### config.mk
export PLATFORM = sky130hd
export DESIGN_NAME = mem_align_bridge
export DESIGN_NICKNAME = d
export VERILOG_FILES = /design/src/rtl/rv32i_types.sv /design/src/rtl/mem_lane_align.sv /design/src/rtl/mem_align_bridge.sv
export SDC_FILE = /design/constraint.sdc
export NUM_CORES = 1
export LEC_CHECK = 0
export CAP_MARGIN = 40
export CELL_PAD_IN_SITES_DETAIL_PLACEMENT = 2
export CELL_PAD_IN_SITES_GLOBAL_PLACEMENT = 2
export CORE_ASPECT_RATIO = 1.5
export CORE_MARGIN = 5
export CORE_UTILIZATION = 21
export DETAILED_ROUTE_END_ITERATION = 10
export MAX_ROUTING_LAYER = met4
export PLACE_DENSITY = 0.86
export SLEW_MARGIN = 10
export SYNTH_ARGS = -nofsm -noshare
export SYNTH_HDL_FRONTEND = slang
export SYNTH_SLANG_ARGS = --single-unit
### constraint.sdc
create_clock -name clk -period 1.4 [get_ports clk]
set_clock_uncertainty 0.05 [all_clocks]
set_input_delay 0.21 -clock clk [delete_from_list [all_inputs] [get_ports clk]]
set_output_delay 0.21 -clock clk [all_outputs]
set_load 0.05 [all_outputs]
### src/rtl/rv32i_types.sv
// Shared RV32I datapath types, plus the state encoding for the memory alignment bridge.
package rv32i_types;

  typedef logic [31:0] rv32i_word;
  typedef logic [3:0]  rv32i_mem_wmask;

  typedef enum logic [1:0] {
    IDLE = 2'd0,
    BUSY = 2'd1,
    RESP = 2'd2
  } mem_bridge_state_t;

endpackage

### src/rtl/mem_lane_align.sv
// Moves a low-justified store mask/data into byte lanes and flags illegal mask/offset pairs.
module mem_lane_align
  import rv32i_types::*;
(
  input  rv32i_mem_wmask mask,
  input  rv32i_word      data,
  input  logic [1:0]     off,
  output rv32i_mem_wmask mask_shifted,
  output rv32i_word      data_shifted,
  output logic           misaligned
);

  always_comb begin
    mask_shifted = mask << off;
    data_shifted = data << {off, 3'b000};
    // Only byte, naturally aligned half and aligned word are legal; any other mask is rejected.
    case (mask)
      4'b0001: misaligned = 1'b0;
      4'b0011: misaligned = off[0];
      4'b1111: misaligned = (off != 2'b00);
      default: misaligned = 1'b1;
    endcase
  end

endmodule

### src/rtl/mem_align_bridge.sv
// Registers CPU memory requests and re-issues them as word-aligned physical accesses.
//   state | meaning
//   IDLE  | waiting for mem_read / mem_write
//   BUSY  | pmem strobe held, waiting for pmem_resp
//   RESP  | one-cycle mem_resp (mem_misaligned set for rejected accesses)
module mem_align_bridge
  import rv32i_types::*;
(
  input  logic           clk,
  input  logic           rst,
  input  rv32i_word      mem_address,
  input  logic           mem_read,
  input  logic           mem_write,
  input  rv32i_mem_wmask mem_byte_enable,
  input  rv32i_word      mem_wdata,
  output rv32i_word      mem_rdata,
  output logic           mem_resp,
  output logic           mem_misaligned,
  output rv32i_word      pmem_address,
  output logic           pmem_read,
  output logic           pmem_write,
  output rv32i_mem_wmask pmem_byte_enable,
  output rv32i_word      pmem_wdata,
  input  rv32i_word      pmem_rdata,
  input  logic           pmem_resp
);

  mem_bridge_state_t state;
  rv32i_mem_wmask    mask_shifted;
  rv32i_word         data_shifted;
  logic              misaligned;

  mem_lane_align u_lane_align (
    .mask         (mem_byte_enable),
    .data         (mem_wdata),
    .off          (mem_address[1:0]),
    .mask_shifted (mask_shifted),
    .data_shifted (data_shifted),
    .misaligned   (misaligned)
  );

  always_ff @(posedge clk) begin
    if (rst) begin
      state            <= IDLE;
      mem_rdata        <= '0;
      mem_resp         <= 1'b0;
      mem_misaligned   <= 1'b0;
      pmem_address     <= '0;
      pmem_read        <= 1'b0;
      pmem_write       <= 1'b0;
      pmem_byte_enable <= '0;
      pmem_wdata       <= '0;
    end else begin
      case (state)
        IDLE: begin
          if (mem_write || mem_read) begin
            if (misaligned) begin
              state          <= RESP;
              mem_resp       <= 1'b1;
              mem_misaligned <= 1'b1;
              mem_rdata      <= '0;
            end else begin
              // Write takes priority; a simultaneous read is dropped.
              state            <= BUSY;
              pmem_address     <= {mem_address[31:2], 2'b00};
              pmem_write       <= mem_write;
              pmem_read        <= !mem_write;
              pmem_byte_enable <= mem_write ? mask_shifted : 4'b1111;
              pmem_wdata       <= mem_write ? data_shifted : '0;
            end
          end
        end
        BUSY: begin
          if (pmem_resp) begin
            if (pmem_read) mem_rdata <= pmem_rdata;
            pmem_read  <= 1'b0;
            pmem_write <= 1'b0;
            mem_resp   <= 1'b1;
            state      <= RESP;
          end
        end
        RESP: begin
          mem_resp       <= 1'b0;
          mem_misaligned <= 1'b0;
          state          <= IDLE;
        end
        default: state <= IDLE;
      endcase
    end
  end

endmodule

==> impl_results.md, run 1 <==
- Outcome: finished with violations
- Failing checks: setup timing
- CTS clk-pin slew, worst paths: 0.07 ns
- Inserted Clock Buffers: 9
- # DRC: 0
- Vias per std cell: 4.90
- Die Ht: 189 um
- Worst hold slack: 0.227 ns
- F_max: 644 MHz
- Crit path time final: 1.55 ns
- Die ar.: 0.0245 mm^2
- Pwr Total: 7.73 mW
- Cell count after placement: 956
- Initial Util: 21.3%
- Worst r2r dst: mem_rdata[5]$_SDFFE_PP0P_
- Hold EP: pmem_read$_SDFFE_PP0P_
- Clock Latency Late Sink: 0.36 ns
- Final count of pins violating max slew: 0
- Detailed Route Iter0 Violations: 143
- Routed via count: 4830
- Final Instance Area: 0.00902 mm^2
- Drt pass-1 iters: 4
- Maximum fanout along the worst path: 16
- DIE WIDTH: 129 um
- Placed Area: 0.00821 mm^2
- Worst hold path type: input pin to flop
- Final Net Count: 816
- Detailed Route WL: 22200 um
- Worst Path Required: 1.59 ns
- Fin util: 42.8%
- Setup violators final: 84
- Reg2reg path depth: 6
- YS warnings: 0
- Main synth FF type: dfxtp_1
- Total track usage: 17.6%
- Synth unique cells: 38
- Mapped Area: 0.00449 mm^2
- Hold path startpoint: rst
- Max-cap violations: 0
- Crit Path Class: flop to flop
- Hold violation total from the final report: 0
- #FFs+latches synth: 104
- Worst setup margin: -0.153 ns
- Pin count of the biggest net entering global routing: 53
- Clock Root Buffer: clkbuf_16
- Area Growth Syn to Fin: 101%
- Syn avg cell area: 9.31 um^2
- Total gr overflow: 0
- Final Cycle Share: 111%
- RSZ-0062 raised after global routing: yes
- PwrDens: 857 mW/mm^2
- Asr flop ratio synth: 0%
- First-pass GRT wire length: 32100 um
- DP Worst Slack: -0.690 ns
- IO buf count: 206
- Max clock buf depth: 2
- Initial antenna violation count: 2
- CP Launch Type: flop
- Core Region: 0.0211 mm^2
- # fillers: 2092
- DP Wirelength: 15900 um
- Hold path cells: 2
- Final instance count without filler cells: 985
- LEAKAGE: 3.31 nW
- Layout cells sized above 1: 34.1%
- Sequential-to-total area share from yosys stat: 46.4%
- Final ANT Viol Nets: 0
- Avg WL per Cell: 22.6 um
- Row count: 65
- CTS tree: yes
- Number of I/O pins: 209
- Peak supply drop: 0.000494 V
- FF-to-FF Start: state[1]$_SDFFE_PP0P_
- Mapped Cells: 482
- Final GP Congestion: 0.824
- Clock sinks: 104
- EDFF count, synth: 0
- H-tree Lvls: 3
- Worst reg2reg setup slack: -0.15 ns
- Worst endpoint data arrival time: 1.75 ns
- Fin Setup TNS: -5.56 ns
- CP endpoint kind: flop
- Number of global-route vias before repair: 5376
==> power breakdown <==
group | switching (mW) | internal (mW)
sequential | 0.0579 | 3.01
combinational | 0.843 | 0.883
clock | 1.20 | 1.74
==> critical path, cell delays in order, from the launching register on <==
cell      delay (ns)
dfxtp_4         0.37
buf_6           0.11
nand4b_1        0.23
nand2b_1        0.18
a21oi_4         0.08
buf_12          0.16
a22o_1          0.24
==> layer usage <==
layer / global-route usage [%] / part of all wire (%) / wire length, um
met2: 32.4 / 56 / 12400
met1: 18.3 / 37 / 8280
met4: 7.07 / 3.5 / 775
met5: - / 0 / 0
met3: 2.91 / 3.7 / 817
==> cell usage after synthesis (all sizes together) (2+ instances only) <==
cell	n	area share, %
a21oi	46	5.4
a22o	33	6.4
a22oi	2	0.45
buf	29	4.3
clkbuf	27	2.4
dfxtp	104	46
mux2	9	2.3
mux2i	27	6.0
nand2	3	0.25
nand2b	28	3.9
nand3	32	3.6
nand3b	2	0.33
nand4	33	4.6
nor2	10	1.1
nor2b	4	0.56
nor3	11	1.5
o21ai	64	7.1
o2bb2ai	8	1.6
==> sequential cells by signal, indices dropped and copies added, names as in the netlist <==
signal / flops
pmem_write: 1
pmem_address: 30
mem_rdata: 32
pmem_byte_enable: 4
pmem_read: 1
state: 2
mem_resp: 1
pmem_wdata: 32
mem_misaligned: 1
==> layout by cell type, fill, tap and decap left out, types with 5 or more instances in the layout <==
| cell | Yosys | routed |
|---|---|---|
| buf_12 | 0 | 117 |
| dfxtp_1 | 104 | 101 |
| clkdlybuf4s50_1 | 0 | 95 |
| buf_4 | 5 | 38 |
| o21ai_1 | 1 | 37 |
| nand4_1 | 33 | 33 |
| a22o_1 | 33 | 32 |
| a21oi_1 | 45 | 30 |
| nand2b_1 | 28 | 28 |
| mux2i_1 | 27 | 27 |
| o21ai_0 | 63 | 26 |
| nand3_1 | 32 | 16 |
| a21oi_2 | 0 | 15 |
| clkbuf_16 | 0 | 12 |
| nand3_2 | 0 | 11 |
| mux2_2 | 9 | 9 |
| o2bb2ai_1 | 8 | 8 |
| dlygate4sd2_1 | 0 | 8 |
| nor2_1 | 8 | 7 |
| nor3_1 | 10 | 7 |
| buf_6 | 6 | 7 |
| nand3_4 | 0 | 5 |
==> worst max path at each step <==
| stage | start | endpoint | slack (ns) | cells past startpoint |
|---|---|---|---|---|
| floorplan | state[1]$_SDFFE_PP0P_ | pmem_wdata[10]$_SDFFE_PP0P_ | -0.01 | 6 |
| global placement | mem_read | pmem_address[4]$_SDFFE_PP0P_ | -0.61 | 6 |
| finish | state[1]$_SDFFE_PP0P_ | mem_rdata[5]$_SDFFE_PP0P_ | -0.15 | 6 |
| CTS | state[0]$_SDFFE_PP0P_ | pmem_wdata[18]$_SDFFE_PP0P_ | -0.09 | 6 |
| detailed placement | mem_read | pmem_wdata[17]$_SDFFE_PP0P_ | -0.69 | 6 |
| global route | state[1]$_SDFFE_PP0P_ | mem_rdata[4]$_SDFFE_PP0P_ | -0.20 | 6 |
==> cells by family after synthesis <==
logic type	after synthesis	share of synthesized area, %
AO/OA/AOI/OAI	159	22.3
AND/OR/NAND/NOR	126	16.3
flip-flops	104	46.4
buffers and inverters	56	6.72
multiplexers	36	8.28
other	1	0.0835
==> area by class of cell <==
| class | instances | area (um^2) | share of cell area, % |
|---|---|---|---|
| timing repair buffer | 273 | 3900 | 43.2 |
| multi-input combinational | 323 | 2360 | 26.2 |
| sequential | 104 | 2090 | 23.1 |
| tap | 268 | 335 | 3.72 |
| clock buffer | 10 | 229 | 2.54 |
| clock inverter | 5 | 106 | 1.18 |
| antenna | 2 | 5.00 | 0.0555 |
==> timing repair <==
item                                    4_1_cts  5_1_grt
endpoints found under the setup margin      104      100
pin swaps                                    14       40
gates cloned                                  2        4
hold buffers                                  0        0
resized for setup                            47       42
setup buffers                                 2        4
No activity file was read; power rests on OpenSTA's default activity.
==> inputs of run 2 (changes only) <==
- CTS_CLUSTER_SIZE: default -> 10
- MAX_ROUTING_LAYER: met4 -> default
- PLACE_DENSITY: 0.86 -> 0.75
==> impl_results.md, run 2 (synthesis results as in run 1) <==
- Outcome: finished with violations
- Failing checks: setup timing
- CTS tree: yes
- Row count: 65 (unchanged)
- Final Net Count: 828 (+1.5%)
- Worst setup margin: -0.185 ns (-0.0317 ns)
- Actual slew at the worst max-slew pin: 0.553 ns
- Critical path cell sequence: or3_4 -> buf_12 -> nor2_4 -> buf_12 -> buf_6 -> a311oi_2
- H-tree Lvls: 3 (unchanged)
- Final GP Congestion: 0.821 (-0.39%)
- Worst Path Required: 1.57 ns (-0.02 ns)
- Clock sinks: 104 (unchanged)
- Total track usage: 17.9% (+0.32 points)
- Max clock buf depth: 2 (unchanged)
- Detailed Route Iter0 Violations: 105 (-27%)
- Placed Area: 0.00804 mm^2 (-2.1%)
- Clock Root Buffer: clkbuf_16
- Final Cycle Share: 113% (+2.3 points)
- Top flop regs: mem_rdata: 32 flops, pmem_wdata: 32 flops, pmem_address: 30 flops
- Commonest non-fill, non-tap cell in the layout: buf_12
- DIE WIDTH: 129 um (unchanged)
- Crit path time final: 1.58 ns (+0.0317 ns)
- Max-Slew Margin vs Limit: 63.2%
- Number of global-route vias before repair: 5592 (+4.0%)
- PwrDens: 809 mW/mm^2 (-5.5%)
- CP Launch Type: flop
- CTS clk-pin slew, worst paths: 0.08 ns (about the same)
- Initial antenna violation count: 1 (-1)
- Final ANT Viol Nets: 0 (unchanged)
- Max-cap violations: 0 (unchanged)
- CP endpoint kind: flop
- Most frequent cells in the layout: buf_12, dfxtp_1, clkdlybuf4s50_1, o21ai_2
- RSZ-0062 raised after global routing: yes
- # DRC: 0 (unchanged)
- Pin count of the biggest net entering global routing: 46 (-13%)
- LEAKAGE: 3.47 nW (+4.6%)
- Layout cells sized above 1: 40.9% (+6.8 points)
- Worst hold path type: input pin to flop
- Routed via count: 4893 (+1.3%)
- Vias per std cell: 4.91 (about the same)
- Avg WL per Cell: 23.3 um (+3.1%)
- Crit Path Class: flop to flop
- Setup violators final: 99 (+18%)
- Area Growth Syn to Fin: 108%
- Peak supply drop: 0.000558 V (+13%)
- Worst-path cell with the longest stage delay: or3_4
- First-pass GRT wire length: 33500 um (+4.4%)
- Core Region: 0.0211 mm^2 (unchanged)
- Clock Latency Late Sink: 0.35 ns (about the same)
- Detailed Route WL: 23200 um (+4.4%)
- Worst endpoint data arrival time: 1.76 ns (about the same)
- CP peak stage delay: 0.43 ns (+0.06 ns)
- Hold violation total from the final report: 0 (unchanged)
- Final Instance Area: 0.00935 mm^2 (+3.6%)
- F_max: 631 MHz (-2.0%)
- Initial Util: 21.3% (unchanged)
- IO buf count: 206 (unchanged)
- Total gr overflow: 0 (unchanged)
- DP Wirelength: 15900 um (+0.47%)
- CP bufs+invs: 3 (+1)
- Maximum fanout along the worst path: 6 (-10)
- Final count of pins violating max slew: 0 (unchanged)
- Die Ht: 189 um (unchanged)
- Drt pass-1 iters: 4 (unchanged)
- Inserted Clock Buffers: 9 (unchanged)
- Die ar.: 0.0245 mm^2 (unchanged)
- Most frequent CP cell: buf_12
- Fin Setup TNS: -11.24 ns (-5.68 ns)
- Worst reg2reg setup slack: -0.18 ns (-0.03 ns)
- Family with the most delay on the worst path: simple AND/OR/NAND/NOR gates
- Number of I/O pins: 209 (unchanged)
==> run 2: what timing repair did <==
item	in CTS	in global routing
gates cloned	7	7
hold endpoints to repair	0	0
pin swaps	28	52
buffers inserted	16	5
endpoints found under the setup margin	104	102
hold buffers	0	0
resized for setup	131	56
==> run 2: final timing paths <==
| kind | from | endpoint | cells past startpoint |
|---|---|---|---|
| worst max-delay path | state[0]$_SDFFE_PP0P_ | pmem_byte_enable[0]$_SDFFE_PP0P_ | 6 |
| worst min-delay path | rst | pmem_read$_SDFFE_PP0P_ | 3 |
| worst max register to register | state[0]$_SDFFE_PP0P_ | pmem_byte_enable[0]$_SDFFE_PP0P_ | 6 |
| worst min register to register | pmem_address[10]$_SDFFE_PP0P_ | pmem_address[10]$_SDFFE_PP0P_ | 2 |
==> run 2: layer usage <==
metal	routed length [um]	part of all wire (%)	track usage, %
met1	8370	36	18.6
met2	13100	57	34.8
met4	702	3.0	6.55
met3	1010	4.4	3.27
met5	0	0	0
==> run 2: worst reg2reg max path, cell delays in order, from the launching register on <==
cell      delay, ns
dfxtp_4        0.37
or3_4          0.43
buf_12         0.15
nor2_4         0.09
buf_12         0.15
buf_6          0.11
a311oi_2       0.10
==> run 2: power breakdown <==
| group | total [mW] | leakage [nW] | internal (mW) | switching, mW |
|---|---|---|---|---|
| Clock | 2.57 | 0.147 | 1.27 | 1.31 |
| Combinational | 1.92 | 2.48 | 0.986 | 0.934 |
| Sequential | 3.07 | 0.842 | 3.01 | 0.0684 |
| Total | 7.57 | 3.47 | 5.26 | 2.31 |
==> run 2: area by class of cell <==
cell class | count | area, um^2
fill | 2063 | 11700
timing repair buffer | 283 | 4070
multi-input combinational | 325 | 2550
sequential | 104 | 2090
tap | 268 | 335
clock buffer | 9 | 225
clock inverter | 7 | 73.8
antenna | 1 | 2.50
==> run 2: through the flow <==
stage | util [%] | hold WS [ns] | setup WS (ns) | power, mW | instances
2_1_floorplan | - | 0.285 | -0.0102 | 3.78 | 483
3_3_place_gp | 38.2 | 0.445 | -0.792 | 4.49 | 948
3_5_place_dp | 38.2 | 0.454 | -0.946 | 4.54 | 948
4_1_cts | 42.4 | 0.145 | -0.125 | 7.44 | 987
5_1_grt | 44.4 | 0.190 | -0.222 | 7.86 | 997
6_report | 44.4 | 0.177 | -0.185 | 7.57 | 997
==> inputs of run 3 (changes only) <==
- CORE_ASPECT_RATIO: 1.5 -> 0.75
==> impl_results.md, run 3 (synthesis results as in run 1) <==
- Total gr overflow: 0 (unchanged)
- Psw: 2.10 mW (-8.9%)
- Routed via count: 4859 (-0.69%)
- Final Net Count: 823 (-0.60%)
- Final Instance Area: 0.00905 mm^2 (-3.2%)
- Fin util: 42.9% (-1.4 points)
- CP bufs+invs: 3 (unchanged)
- CP peak stage delay: 0.34 ns (-0.09 ns)
- Initial Util: 21.3% (about the same)
- PwrDens: 827 mW/mm^2 (+2.1%)
- Max-Slew Margin vs Limit: 55.6% (-7.6 points)
- Placed Area: 0.00812 mm^2 (+1.0%)
- Die Ht: 137 um (-28%)
- CP Launch Type: flop
- Peak supply drop: 0.000559 V (+0.25%)
- Hold-fix buffers, CTS: 0 (unchanged)
- Sequential share of power: 41.0% (+0.4 points)
- Number of global-route vias before repair: 5397 (-3.5%)
- Final ANT Viol Nets: 0 (unchanged)
- Row count: 46 (-29%)
- Family with the most delay on the worst path: buffers and inverters
- Area Growth Syn to Fin: 102%
- Worst setup margin: -0.132 ns (+0.0526 ns)
- Reg2reg path depth: 6 (unchanged)
- IO buf count: 206 (unchanged)
- Final count of pins violating max slew: 0 (unchanged)
- Number of I/O pins: 209 (unchanged)
- Worst path depth: 6 (unchanged)
- RSZ-0062 raised after global routing: yes
- Register area: 0.00209 mm^2 (-0.24%)
- Switching power share of the total: 28.1% (-2.4 points)
- Crit path time final: 1.53 ns (-0.0526 ns)
- Final Cycle Share: 109% (-3.8 points)
- Worst r2r dst: mem_rdata[23]$_SDFFE_PP0P_
- Inserted Clock Buffers: 9 (unchanged)
- Worst Path Required: 1.59 ns (+0.02 ns)
- CP endpoint kind: flop
- DIE WIDTH: 179 um (+38%)
- Top flop regs: mem_rdata: 32 flops, pmem_wdata: 32 flops, pmem_address: 30 flops
- First-pass GRT wire length: 32100 um (-4.0%)
- CTS tree: yes
- Most frequent CP cell: buf_6
- Total track usage: 17.0% (-0.90 points)
- # DRC: 0 (unchanged)
- Final GP Congestion: 0.818 (-0.37%)
- Detailed Route Iter0 Violations: 212 (+100%)
- N_diodes: 0 (-1)
- Vias per std cell: 4.81 (-2.1%)
- Worst hold path type: input pin to flop
- DR top layer: met5
- Maximum fanout along the worst path: 8 (+2)
- Clock Root Buffer: clkbuf_16
- Cell count after placement: 967 (+2.0%)
- Fin Setup TNS: -7.73 ns (+3.52 ns)
- F_max: 653 MHz (+3.4%)
- Combinational Power Share: 24.0% (-1.4 points)
- Pin count of the biggest net entering global routing: 46 (unchanged)
- Setup violators final: 96 (-3.0%)
- CTS clk-pin slew, worst paths: 0.07 ns (about the same)
- Pwr Total: 7.48 mW (-1.1%)
- Initial antenna violation count: 1 (unchanged)
- Multi-input gate area: 0.00225 mm^2 (-12%)
- Worst hold slack: 0.348 ns (+0.171 ns)
- Met3 wire len: 1520 um (+50%)
- Detailed Route WL: 22700 um (-2.0%)
- Clock sinks: 104 (unchanged)
- Outcome: finished with violations
- # fillers: 2148 (+4.1%)
- Crit Path Class: flop to flop
- Worst endpoint data arrival time: 1.72 ns (-0.04 ns)
- Worst-path cell with the longest stage delay: dfxtp_2
- Max clock buf depth: 2 (unchanged)
- Drt pass-1 iters: 4 (unchanged)
- Actual slew at the worst max-slew pin: 0.663 ns (+0.110 ns)
- H-tree Lvls: 3 (unchanged)
- Failing checks: setup timing
- Clk network pwr share: 35.0% (+1.0 points)
- Commonest non-fill, non-tap cell in the layout: buf_12
- Critical path cell sequence: buf_6 -> nor3_4 -> buf_6 -> a21oi_4 -> bufbuf_16 -> a22o_1
- Crit path capture: mem_rdata[23]$_SDFFE_PP0P_
- Most frequent cells in the layout: buf_12, dfxtp_1, clkdlybuf4s50_1, buf_4, a21oi_1
- Worst reg2reg setup slack: -0.13 ns (+0.05 ns)
- FF-to-FF Start: state[1]$_SDFFE_PP0P_
- Cell Int Power: 5.37 mW (+2.2%)
- Final instance count without filler cells: 1011 (+1.4%)
- Core Region: 0.0211 mm^2 (about the same)
- Avg WL per Cell: 22.5 um (-3.3%)
- Die ar.: 0.0244 mm^2 (-0.12%)
- DP Worst Slack: -0.774 ns (+0.172 ns)
- Post-route met1 wirelength: 9250 um (+11%)
- Max-cap violations: 0 (unchanged)
- Layout cells sized above 1: 34.0% (-6.9 points)
- Clock Latency Late Sink: 0.34 ns (about the same)
- DP Wirelength: 15300 um (-3.7%)
- Metal2 WL: 11700 um (-11%)
- Crit path from: state[1]$_SDFFE_PP0P_
- LEAKAGE: 3.38 nW (-2.7%)
- Hold violation total from the final report: 0 (unchanged)
## run 3: cell types whose count changed in the layout (fill, tap and decap cells not counted), moves of 4 or more
cell,before,now
o21ai_2,53,12
buf_12,115,111
dlygate4sd2_1,7,3
o21ai_4,6,0
o21ai_0,1,18
o21ai_1,4,34
## run 3: worst min-delay path by stage
| stage | slack (ns) | cells after the start | startpoint | endpoint |
|---|---|---|---|---|
| 3_3_place_gp | 0.45 | 2 | pmem_wdata[27]$_SDFFE_PP0P_ | pmem_wdata[27]$_SDFFE_PP0P_ |
| 2_1_floorplan | 0.29 | 1 | pmem_rdata[0] | mem_rdata[0]$_SDFFE_PP0P_ |
| 4_1_cts | 0.30 | 4 | mem_address[0] | pmem_byte_enable[0]$_SDFFE_PP0P_ |
| 3_5_place_dp | 0.45 | 2 | pmem_wdata[14]$_SDFFE_PP0P_ | pmem_wdata[14]$_SDFFE_PP0P_ |
| 6_report | 0.35 | 4 | mem_address[0] | pmem_byte_enable[0]$_SDFFE_PP0P_ |
| 5_1_grt | 0.36 | 4 | mem_address[0] | pmem_byte_enable[0]$_SDFFE_PP0P_ |
## run 3: timing repair
action,in CTS,in global routing
resized for setup,65,35
setup endpoints to repair,104,102
pin swaps,32,18
cloned,7,7
buffers inserted,11,7
## run 3: power groups by stage
stage | Combinational [mW] | Clock (mW) | Sequential (mW)
floorplan | 0.515 | 0 | 3.26
global placement | 1.38 | 0 | 3.13
detailed placement | 1.43 | 0 | 3.13
CTS | 1.63 | 2.70 | 3.07
global route | 1.88 | 2.81 | 3.07
finish | 1.80 | 2.61 | 3.07
## run 3: layout make-up
class | instances | share of cell area [%]
repair buffers | 280 | 44.8
flip-flops and latches | 104 | 23.1
clock inverters | 5 | 0.622
well taps | 288 | 3.98
clock buffers | 11 | 2.68
multi-input cells | 323 | 24.9
## run 3: tightest hold or removal path: stages
cell and delay, ns:
buf_2 0.21, nor2_2 0.11, nand2_1 0.09, a311oi_1 0.08
## run 3: per-layer routing
layer	GRT usage, %	vias up
met4	3.15	2
met5	0	-
met3	5.88	21
met2	30.7	154
met1	19.7	2444
li1	-	2238
